### src/rtl/present80_enc_core_if.sv
// present80_enc_core_if: bundle between the key/plaintext register block
// (master) and the PRESENT-80 encryption core (slave).
//   start_i      launch request from the control register
//   key_i        80-bit cipher key (bit 79 = MSB)
//   plaintext_i  64-bit plaintext block (bit 63 = MSB)
//   busy_o       rounds executing
//   done_o       one-cycle pulse when ciphertext_o is updated
//   valid_o      sticky: ciphertext_o holds a completed result
//   ciphertext_o 64-bit encryption result
interface present80_enc_core_if;
    logic        start_i;
    logic [79:0] key_i;
    logic [63:0] plaintext_i;
    logic        busy_o;
    logic        done_o;
    logic        valid_o;
    logic [63:0] ciphertext_o;

    modport master (
        output start_i,
        output key_i,
        output plaintext_i,
        input  busy_o,
        input  done_o,
        input  valid_o,
        input  ciphertext_o
    );

    modport slave (
        input  start_i,
        input  key_i,
        input  plaintext_i,
        output busy_o,
        output done_o,
        output valid_o,
        output ciphertext_o
    );
endinterface

### src/rtl/present80_enc_core.sv
// present80_enc_core: iterative PRESENT-80 encryption, one round per clock.
// Ports:
//   clk  clock
//   rst  synchronous, active-high reset
//   bus  slave side of present80_enc_core_if (start/key/plaintext in,
//        busy/done/valid/ciphertext out; all outputs registered)
// ROUNDS selects the number of SP rounds before the final key addition
// (1..31, 31 = standard PRESENT-80).
module present80_enc_core #(
    parameter int unsigned ROUNDS = 31
) (
    input  logic                       clk,
    input  logic                       rst,
    present80_enc_core_if.slave        bus
);

    localparam int unsigned BLK_W = 64;
    localparam int unsigned KEY_W = 80;
    localparam int unsigned RC_W  = 5;
    localparam int unsigned NIB_N = BLK_W / 4;

    typedef enum logic [0:0] {
        ST_IDLE = 1'b0,
        ST_RUN  = 1'b1
    } fsm_t;

    // PRESENT 4-bit S-box
    function automatic logic [3:0] sbox(input logic [3:0] x);
        logic [3:0] y;
        case (x)
            4'h0: y = 4'hC;
            4'h1: y = 4'h5;
            4'h2: y = 4'h6;
            4'h3: y = 4'hB;
            4'h4: y = 4'h9;
            4'h5: y = 4'h0;
            4'h6: y = 4'hA;
            4'h7: y = 4'hD;
            4'h8: y = 4'h3;
            4'h9: y = 4'hE;
            4'hA: y = 4'hF;
            4'hB: y = 4'h8;
            4'hC: y = 4'h4;
            4'hD: y = 4'h7;
            4'hE: y = 4'h1;
            default: y = 4'h2;
        endcase
        return y;
    endfunction

    // Bit permutation: bit i -> (16*i) mod 63, bit 63 fixed
    function automatic logic [BLK_W-1:0] p_layer(input logic [BLK_W-1:0] s);
        logic [BLK_W-1:0] r;
        r = '0;
        for (int i = 0; i < 63; i++) begin
            r[6'((i * 16) % 63)] = s[i];
        end
        r[63] = s[63];
        return r;
    endfunction

    // Key schedule step: rotate left 61, S-box top nibble, XOR round counter
    function automatic logic [KEY_W-1:0] key_update(input logic [KEY_W-1:0] k,
                                                    input logic [RC_W-1:0]  rc);
        logic [KEY_W-1:0] r;
        r          = {k[18:0], k[79:19]};
        r[79:76]   = sbox(r[79:76]);
        r[19:15]   = r[19:15] ^ rc;
        return r;
    endfunction

    fsm_t             fsm_q, fsm_d;
    logic [BLK_W-1:0] state_q, state_d;
    logic [KEY_W-1:0] key_q, key_d;
    logic [RC_W-1:0]  rc_q, rc_d;
    logic             busy_q, busy_d;
    logic             done_q, done_d;
    logic             valid_q, valid_d;
    logic [BLK_W-1:0] ct_q, ct_d;

    logic [BLK_W-1:0] sb_out;
    logic [BLK_W-1:0] round_out;
    logic [KEY_W-1:0] key_next;

    // Round datapath: addRoundKey -> sBoxLayer -> pLayer, plus next round key
    always_comb begin
        logic [BLK_W-1:0] mixed;
        mixed  = state_q ^ key_q[79:16];
        sb_out = '0;
        for (int n = 0; n < NIB_N; n++) begin
            sb_out[4*n +: 4] = sbox(mixed[4*n +: 4]);
        end
        round_out = p_layer(sb_out);
        key_next  = key_update(key_q, rc_q);
    end

    // Next-state and output logic
    always_comb begin
        fsm_d   = fsm_q;
        state_d = state_q;
        key_d   = key_q;
        rc_d    = rc_q;
        busy_d  = busy_q;
        done_d  = 1'b0;
        valid_d = valid_q;
        ct_d    = ct_q;

        case (fsm_q)
            ST_IDLE: begin
                if (bus.start_i) begin
                    state_d = bus.plaintext_i;
                    key_d   = bus.key_i;
                    rc_d    = RC_W'(1);
                    busy_d  = 1'b1;
                    valid_d = 1'b0;
                    fsm_d   = ST_RUN;
                end
            end
            ST_RUN: begin
                state_d = round_out;
                key_d   = key_next;
                rc_d    = rc_q + RC_W'(1);
                // Final round also applies the last round key (K32)
                if (rc_q == RC_W'(ROUNDS)) begin
                    ct_d    = round_out ^ key_next[79:16];
                    done_d  = 1'b1;
                    valid_d = 1'b1;
                    busy_d  = 1'b0;
                    fsm_d   = ST_IDLE;
                end
            end
            default: begin
                fsm_d = ST_IDLE;
            end
        endcase
    end

    // State register
    always_ff @(posedge clk) begin
        if (rst) begin
            fsm_q   <= ST_IDLE;
            state_q <= '0;
            key_q   <= '0;
            rc_q    <= '0;
            busy_q  <= 1'b0;
            done_q  <= 1'b0;
            valid_q <= 1'b0;
            ct_q    <= '0;
        end else begin
            fsm_q   <= fsm_d;
            state_q <= state_d;
            key_q   <= key_d;
            rc_q    <= rc_d;
            busy_q  <= busy_d;
            done_q  <= done_d;
            valid_q <= valid_d;
            ct_q    <= ct_d;
        end
    end

    assign bus.busy_o       = busy_q;
    assign bus.done_o       = done_q;
    assign bus.valid_o      = valid_q;
    assign bus.ciphertext_o = ct_q;

endmodule

### src/flat_wrapper.sv
// flat-port wrapper written by rule: the top's interface ports become plain ports
module present80_enc_core_flat 
#(
    parameter int unsigned ROUNDS = 31
)
  (clk, rst, bus_start_i, bus_key_i, bus_plaintext_i, bus_busy_o, bus_done_o, bus_valid_o, bus_ciphertext_o);
  present80_enc_core_if bus_i ();
  input  logic clk;
  input  logic rst;
  input wire logic [$bits(bus_i.start_i)-1:0] bus_start_i;
  input wire logic [$bits(bus_i.key_i)-1:0] bus_key_i;
  input wire logic [$bits(bus_i.plaintext_i)-1:0] bus_plaintext_i;
  output wire logic [$bits(bus_i.busy_o)-1:0] bus_busy_o;
  output wire logic [$bits(bus_i.done_o)-1:0] bus_done_o;
  output wire logic [$bits(bus_i.valid_o)-1:0] bus_valid_o;
  output wire logic [$bits(bus_i.ciphertext_o)-1:0] bus_ciphertext_o;
  assign bus_i.start_i = bus_start_i;
  assign bus_i.key_i = bus_key_i;
  assign bus_i.plaintext_i = bus_plaintext_i;
  assign bus_busy_o = bus_i.busy_o;
  assign bus_done_o = bus_i.done_o;
  assign bus_valid_o = bus_i.valid_o;
  assign bus_ciphertext_o = bus_i.ciphertext_o;
  present80_enc_core #(.ROUNDS(ROUNDS)) u_core (.clk(clk), .rst(rst), .bus(bus_i));
endmodule
### config.mk
export PLATFORM = sky130hd
export DESIGN_NAME = present80_enc_core_flat
export DESIGN_NICKNAME = d
export VERILOG_FILES = /design/src/rtl/present80_enc_core_if.sv /design/src/rtl/present80_enc_core.sv /design/src/flat_wrapper.sv
export SDC_FILE = /design/constraint.sdc
export NUM_CORES = 1
export LEC_CHECK = 0
export BUFFER_PORTS_ARGS = -buffer_cell sky130_fd_sc_hd__buf_2
export CAP_MARGIN = 30
export CORE_UTILIZATION = 50
export DETAILED_ROUTE_END_ITERATION = 6
export PLACE_DENSITY = 0.79
export SYNTH_ARGS = -nofsm -noshare
export SYNTH_HDL_FRONTEND = slang
export SYNTH_SLANG_ARGS = --single-unit
export TNS_END_PERCENT = 30
### constraint.sdc
create_clock -name clk -period 1.9 [get_ports clk]
set_input_delay 0.19 -clock clk [delete_from_list [all_inputs] [get_ports clk]]
set_output_delay 0.19 -clock clk [all_outputs]
set_load 0.005 [all_outputs]
==> run summary, run 1 <==
### Min path
• path category of the worst min-delay check: input port to flip-flop
• worst hold endpoint: u_core.key_q[25]
• Worst Hold Depth: 2
• beginning of the worst hold path: rst

### STA
• headroom to the max-slew limit: 57.1%
• final-report hold violation count: 0
• Period Utilization, post-route: 99.0%
• Worst-Margin Slew: 0.644 ns
• unrepaired setup endpoints after global routing: yes
• clock tree skew after final layout: 0.0115 ns
• post-route setup TNS: 0 ns
• max-slew violation count: 0
• clock period minus worst slack: 1.88 ns
• setup violators final: 0
• upper clock frequency limit: 531 MHz

### Critical path
• Critical R2R Launch: u_core.key_q[34]
• CP bufs+invs: 1
• CP max-delay cell: sky130_fd_sc_hd__dfxtp_1
• critical register-to-register path endpoint: u_core.key_next[76]
• register-to-register setup slack: 0.02 ns
• kind of launch point of the worst setup path: flip-flop
• kind of critical path: flip-flop to flip-flop
• cell family contributing the most delay on the critical path: simple AND/OR/NAND/NOR gates
• largest incremental delay on the critical path: 0.42 ns
• critical path data required time: 2.31 ns
• worst r2r path cells: 7
• WP data arrival: 2.30 ns
• Critical Path, Cell by Cell: xor2_1 > a21oi_2 > nor2_2 > inv_1 > ha_1 > or3_1 > a32o_1
• critical path peak fanout: 2
• type of element capturing the critical path: flip-flop

### Final layout
• Net count, final: 1615
• number of non-filler instances in the completed layout: 1720
• most common cell after layout, fill and taps aside: sky130_fd_sc_hd__buf_2
• leading cell types in the layout, fill and taps excluded: sky130_fd_sc_hd__buf_2, sky130_fd_sc_hd__dfxtp_1, sky130_fd_sc_hd__nor2_1, sky130_fd_sc_hd__mux2i_1, sky130_fd_sc_hd__buf_4
• share of final-layout standard cells stronger than drive strength 1: 30.4%
• post-synthesis to final-layout area growth: 31.3%
• antenna cell count: 0
• number of fill cells in the layout: 1591

### GRT
• global route total overflow: 0
• number of global-route vias before repair: 9189
• met1 Usage GRT: 40.0%
• met2 usage in global routing: 49.5%
• met3 GRT Util: 3.67%
• number of antenna violations at the first check in global routing: 1
• Total GRT Usage: 30.4%
• global-route wire length before repair: 51.4 mm
• gr busiest metal: met2
• pin count of the biggest net entering global routing: 106

### Logic synthesis
• #FFs+latches synth: 221
• sequential fraction of the synthesis area: 40.1%
• post-synthesis cell type with the largest combined area: sky130_fd_sc_hd__dfxtp_1
• Mapped Nets: 1327
• largest cells by area after synthesis: sky130_fd_sc_hd__dfxtp_1, sky130_fd_sc_hd__mux2i_1, sky130_fd_sc_hd__nor2_1
• number of warnings reported in the yosys synthesis log: 0
• number of instances in the synthesized netlist: 1139
• post-synth top area share: 40.1%
• cell area after synthesis: 0.0110 mm^2
• Distinct cells, synth: 40
• Post-Synthesis Mean Instance Area: 9.69 um^2

### Clock tree
• CTS sink cnt: 221
• htree depth: 1
• clock input transition at the sequential cells of the worst setup and hold paths: 0.06 ns
• CTS Root Cell: sky130_fd_sc_hd__clkbuf_16
• clock tree from TritonCTS: done
• maximum number of buffers from clock root to sink: 3
• number of buffers added by the clock tree synthesis step: 24
• Worst-Skew Late Latency: 0.52 ns

### Placement
• half-perimeter wire length of the detailed placement result: 25.8 mm
• final weighted congestion of routability-driven global placement: 0.911
• number of buffers added on ports: 213
• Placed Cells incl. Taps: 1633

### Power
• relative contribution of sequential cells to total power: 38.9%
• part of the total power dissipated in the clock network: 38.1%
• total internal power: 9.49 mW
• leakage power: 6.73 nW
• switching part of the total: 28.4%
• worst supply voltage drop on vdd: 0.000628 V
• power density over the cells: 915 mW/mm^2
• switching pwr: 3.77 mW
• share of power burned in combinational logic: 23.0%

### Run status
• result of the run: finished clean

### Die
• placeable core area: 0.0214 mm^2
• vertical extent of the die: 151 um
• starting density of the core: 51.7%
• number of ports placed on the die boundary: 214
• row cnt: 53
• Die Width: 151 um
• die area: 0.0227 mm^2

### Route
• DRT iter0 DRCs: 877
• post-route ant nets: 0
• Routed WL per cell: 20.9 um
• vias per std cell: 5.71
• Initial DRT Pass Iterations: 7
• DRC violations left: 0
• vias after detailed routing: 9818
• total length of routed wires: 36.0 mm

### Flow run
• maximum capacitance violations: 0

-- area by class of cell --
type | count | area, um^2 | share of cell area [%]
Clock inverter | 6 | 105 | 0.726
Inverter | 42 | 158 | 1.09
Tap cell | 275 | 344 | 2.38
Sequential cell | 221 | 4450 | 30.7
Clock buffer | 38 | 754 | 5.21
Timing Repair Buffer | 342 | 2290 | 15.8
Multi-Input combinational cell | 796 | 6380 | 44.1
-- stage by stage --
step	cell area, um^2	hold WS [ns]	utilization [%]	power [mW]	worst slack, ns
final	14500	0.0289	67.8	13.3	0.0185
after global routing	14500	0.0529	67.8	13.7	-0.0737
after CTS	14100	0.0147	66.2	13.1	0.00108
after detailed placement	12900	0.434	60.4	8.02	-0.0514
after global placement	12900	0.424	60.4	7.90	0.0358
after floorplan	11100	0.337	-	6.99	0.00121
-- registers in the layout (all words and copies together) (netlist names) --
register and cells:
u_core.bus.valid_o 1, u_core.key_next 4, u_core.fsm_q 1, u_core.rc_q 5, u_core.bus.busy_o 1, u_core.key_q 80, u_core.bus.ciphertext_o 64, u_core.bus.done_o 1
u_core.state_q 64
-- repair_timing --
item / 4_1_cts / 5_1_grt
setup endpoints to repair: 56 / 81
endpoints found under the hold margin: 31 / 0
cloned: 0 / 3
pin swaps: 1 / 9
buffers inserted: 1 / 8
gates resized for setup: 9 / 44
hold buffers: 31 / 0
-- worst register-to-register path: cells and delay by family, from the launching register on --
kind | cells | cell delay (ns)
DFF | 1 | 0.42
and+or+nand+nor | 2 | 0.49
xor gates and xnor gates | 1 | 0.23
adders and majority gates | 1 | 0.20
buffers and inverters | 1 | 0.07
AOI/OAI and AO/OA | 2 | 0.37
-- how the worst max path moves through the flow --
stage                          start                    endpoint  slack, ns  cells past startpoint
floorplan                bus_start_i         u_core.key_next[76]      0.001                     10
global placement      u_core.rc_q[1]         u_core.key_next[76]       0.04                      8
detailed placement  u_core.key_q[24]  u_core.bus.ciphertext_o[2]      -0.05                      7
CTS                 u_core.key_q[35]         u_core.key_next[76]      0.001                      8
global route        u_core.key_q[35]         u_core.key_next[76]      -0.07                      8
finish              u_core.key_q[34]         u_core.key_next[76]       0.02                      7
-- power groups by stage --
stage	Combinational (mW)	Clock, mW	Sequential (mW)
after floorplan	1.85	0	5.14
after global placement	2.70	0	5.21
after detailed placement	2.81	0	5.21
after CTS	2.90	5.08	5.12
after global routing	3.26	5.24	5.17
final	3.05	5.05	5.16
-- cells in the mapped netlist (all sizes together) --
master,number
ha,41
mux2,10
and3,1
nand3b,1
o31a,1
o211ai,1
mux2i,140
nor2,189
nand2b,2
buf,38
a221o,1
xor2,38
nand3,1
mux4,10
a32o,1
a2111oi,1
o21a,2
o21ai,2
nor2b,40
nor3,2
or2,1
or3,2
nor3b,4
xnor2,81
clkbuf,42
nand2,4
dfxtp,221
a211oi,73
a22o,64
a21oi,83
inv,42
-- cells by family (layout without fill, tap and decap cells) --
logic type | Yosys count | in the layout | synth area share [%]
XOR/XNOR | 119 | 119 | 9.85
adder cells (fa/ha/maj) | 41 | 41 | 4.65
AO/OA/AOI/OAI | 229 | 229 | 14.7
flip-flops | 221 | 221 | 40.1
multiplexers | 160 | 160 | 16.5
AND/OR/NAND/NOR | 247 | 247 | 9.67
buffers and inverters | 122 | 428 | 4.56
-- layer usage --
layer / up-vias / part of all wire [%]
met5: - / 0
met1: 4687 / 40
met2: 499 / 46
met4: 0 / 5.2
met3: 106 / 8.9
li1: 4526 / -
(Power assumes the default switching activity.)
==> run 2, diff against run 1 <==
--- a/config.mk
+++ b/config.mk
@@ -9,7 +9,7 @@
 export CAP_MARGIN = 30
 export CORE_UTILIZATION = 50
 export DETAILED_ROUTE_END_ITERATION = 6
-export PLACE_DENSITY = 0.79
+export PLACE_DENSITY = 0.76
 export SYNTH_ARGS = -nofsm -noshare
 export SYNTH_HDL_FRONTEND = slang
 export SYNTH_SLANG_ARGS = --single-unit
==> constraint.sdc (replaced) <==
create_clock -name clk -period 2 [get_ports clk]
set_input_delay 0.2 -clock clk [delete_from_list [all_inputs] [get_ports clk]]
set_output_delay 0.2 -clock clk [all_outputs]
set_load 0.005 [all_outputs]
==> run summary, run 2 (synthesis gave the netlist of run 1 again) <==
### Die
• row cnt: 53, unchanged
• vertical extent of the die: 151 um, unchanged
• die area: 0.0227 mm^2, unchanged
• placeable core area: 0.0214 mm^2, unchanged
• Die Width: 151 um, unchanged
• starting density of the core: 51.7%, unchanged
• number of ports placed on the die boundary: 214, unchanged

### Placement
• half-perimeter wire length of the detailed placement result: 25.1 mm, was 25.8 mm
• number of buffers added on ports: 213, unchanged
• final weighted congestion of routability-driven global placement: 0.911, about the same
• instance area after placement: 0.0128 mm^2, was 0.0129 mm^2
• Placed Cells incl. Taps: 1615, was 1633

### Final layout
• share of final-layout standard cells stronger than drive strength 1: 26.4%, was 30.4%
• leading cell types in the layout, fill and taps excluded: sky130_fd_sc_hd__dfxtp_1, sky130_fd_sc_hd__buf_2, sky130_fd_sc_hd__nor2_1, sky130_fd_sc_hd__mux2i_1, sky130_fd_sc_hd__a21oi_1, was sky130_fd_sc_hd__buf_2, sky130_fd_sc_hd__dfxtp_1, sky130_fd_sc_hd__nor2_1, sky130_fd_sc_hd__mux2i_1, sky130_fd_sc_hd__buf_4
• most common cell after layout, fill and taps aside: sky130_fd_sc_hd__dfxtp_1, was sky130_fd_sc_hd__buf_2
• number of non-filler instances in the completed layout: 1694, was 1720
• final standard cell area without fillers: 0.0140 mm^2, was 0.0145 mm^2
• Biggest register: u_core.key_q, unchanged
• flip-flop count of the largest register after layout: 80, unchanged
• post-synthesis to final-layout area growth: 26.5%, was 31.3%
• Net count, final: 1590, was 1615

### GRT
• global route total overflow: 0, unchanged
• number of antenna violations at the first check in global routing: 1, unchanged
• Total GRT Usage: 29.9%, was 30.4%
• number of global-route vias before repair: 9106, was 9189
• gr busiest metal: met2, unchanged
• met3 GRT Util: 4.91%, was 3.67%
• global-route wire length before repair: 50.6 mm, was 51.4 mm
• met1 Usage GRT: 38.6%, was 40.0%
• met2 usage in global routing: 48.9%, was 49.5%
• pin count of the biggest net entering global routing: 153, was 106

### STA
• final-report hold violation count: 0, unchanged
• clock tree skew after final layout: 0.0137 ns, was 0.0115 ns
• clock period minus worst slack: 1.96 ns, was 1.88 ns
• max-slew violation count: 0, unchanged
• hold_ws: 0.0439 ns, was 0.0289 ns
• setup violators final: 0, unchanged
• Worst-Margin Slew: 0.969 ns, was 0.644 ns
• upper clock frequency limit: 510 MHz, was 531 MHz
• headroom to the max-slew limit: 35.4%, was 57.1%
• Period Utilization, post-route: 98.0%, was 99.0%

### Min path
• beginning of the worst hold path: bus_key_i[13], was rst
• path category of the worst min-delay check: input port to flip-flop, unchanged
• Worst Hold Depth: 5, was 2
• worst hold endpoint: u_core.key_q[13], was u_core.key_q[25]

### Critical path
• kind of launch point of the worst setup path: flip-flop, unchanged
• kind of critical path: flip-flop to flip-flop, unchanged
• critical path data required time: 2.41 ns, was 2.31 ns
• worst r2r path cells: 8, was 7
• WP data arrival: 2.37 ns, was 2.30 ns
• Critical R2R Launch: u_core.key_q[44], was u_core.key_q[34]
• critical register-to-register path endpoint: u_core.bus.ciphertext_o[7], was u_core.key_next[76]
• register-to-register setup slack: 0.04 ns, was 0.02 ns
• critical path peak fanout: 4, was 2
• type of element capturing the critical path: flip-flop, unchanged

### Power
• power density over the cells: 863 mW/mm^2, was 915 mW/mm^2
• leakage power: 6.51 nW, was 6.73 nW
• worst supply voltage drop on vdd: 0.000693 V, was 0.000628 V

### Clock tree
• Worst-Skew Late Latency: 0.52 ns, about the same
• CTS sink cnt: 221, unchanged
• clock input transition at the sequential cells of the worst setup and hold paths: 0.06 ns, about the same
• htree depth: 1, unchanged
• clock tree from TritonCTS: done, unchanged
• CTS Root Cell: sky130_fd_sc_hd__clkbuf_16, unchanged
• number of buffers added by the clock tree synthesis step: 25, was 24
• maximum number of buffers from clock root to sink: 3, unchanged

### Route
• total length of routed wires: 34.1 mm, was 36.0 mm
• vias per std cell: 5.54, was 5.71
• DRC violations left: 0, unchanged
• Initial DRT Pass Iterations: 5, was 7
• DRT iter0 DRCs: 574, was 877
• Routed WL per cell: 20.1 um, was 20.9 um
• post-route ant nets: 0, unchanged
• vias after detailed routing: 9387, was 9818

### Flow run
• maximum capacitance violations: 0, unchanged

### Run status
• result of the run: finished clean, unchanged

==> run 2: changes by cell type in the layout (fill, tap and decap cells not counted), moves of 3 or more <==
cell                       before  now
sky130_fd_sc_hd__buf_4         84   64
sky130_fd_sc_hd__buf_6          3    0
sky130_fd_sc_hd__clkbuf_8       9    3
sky130_fd_sc_hd__clkinv_2       3    6
sky130_fd_sc_hd__dfxtp_1      204  219
sky130_fd_sc_hd__dfxtp_2       16    1
sky130_fd_sc_hd__xnor2_1       58   68
sky130_fd_sc_hd__xnor2_2       21   13
sky130_fd_sc_hd__xor2_1        30   36
sky130_fd_sc_hd__xor2_2         8    2
==> run 2: worst max path at each step <==
stage                                 from                    endpoint  slack [ns]  cells after the start
after floorplan                bus_start_i         u_core.key_next[76]        0.05                     10
after global routing      u_core.key_q[44]  u_core.bus.ciphertext_o[7]       -0.03                      8
after detailed placement  u_core.key_q[44]  u_core.bus.ciphertext_o[7]       -0.06                      7
after CTS                   u_core.rc_q[1]         u_core.key_next[76]       0.006                      8
final                     u_core.key_q[44]  u_core.bus.ciphertext_o[7]        0.04                      8
after global placement    u_core.key_q[44]  u_core.bus.ciphertext_o[7]       -0.03                      7
==> run 2: cell type report <==
type / count / area (um^2)
fill: 1726 / 7390
multi-input combinational: 796 / 6210
sequential: 221 / 4430
timing repair buffer: 316 / 2040
clock buffer: 34 / 679
tap: 275 / 344
inverter: 42 / 158
clock inverter: 9 / 98.8
antenna: 1 / 2.50
==> run 2: metrics by stage <==
| stage | power, mW | setup TNS [ns] | setup WS [ns] | util, % |
|---|---|---|---|---|
| after floorplan | 6.64 | 0 | 0.0503 | - |
| after global placement | 7.47 | -0.0302 | -0.0302 | 59.8 |
| after detailed placement | 7.55 | -0.0868 | -0.0555 | 59.8 |
| after CTS | 12.0 | 0 | 0.00636 | 65.0 |
| after global routing | 12.5 | -0.0441 | -0.0334 | 65.4 |
| final | 12.0 | 0 | 0.0397 | 65.4 |
==> run 2: worst max-delay path, stage by stage, from the launching register on <==
cell	delay, ns
sky130_fd_sc_hd__dfxtp_1	0.50
sky130_fd_sc_hd__xnor2_2	0.19
sky130_fd_sc_hd__inv_1	0.07
sky130_fd_sc_hd__ha_1	0.30
sky130_fd_sc_hd__mux2i_1	0.21
sky130_fd_sc_hd__xor2_1	0.09
sky130_fd_sc_hd__buf_4	0.16
sky130_fd_sc_hd__xnor2_1	0.14
sky130_fd_sc_hd__a22o_1	0.20
==> run 2: per-layer routing <==
layer / wire [um] / up-vias
met1: 14100 / 4454
met4: 1530 / 0
li1: - / 4464
met2: 15800 / 381
met5: 0 / -
met3: 2650 / 88
==> run 2: what timing repair did <==
item | CTS | global route
endpoints found under the hold margin | 31 | 0
pin swaps | 0 | 2
hold buffers | 31 | 0
endpoints found under the setup margin | 6 | 18
gates resized for setup | 5 | 11
buffers inserted | 1 | 3
==> run 2: power breakdown <==
part | leakage, nW | switching (mW) | total, mW | internal (mW)
Sequential | 1.81 | 0.250 | 4.89 | 4.64
Clock | 0.387 | 1.80 | 4.42 | 2.62
Combinational | 4.32 | 1.42 | 2.74 | 1.32
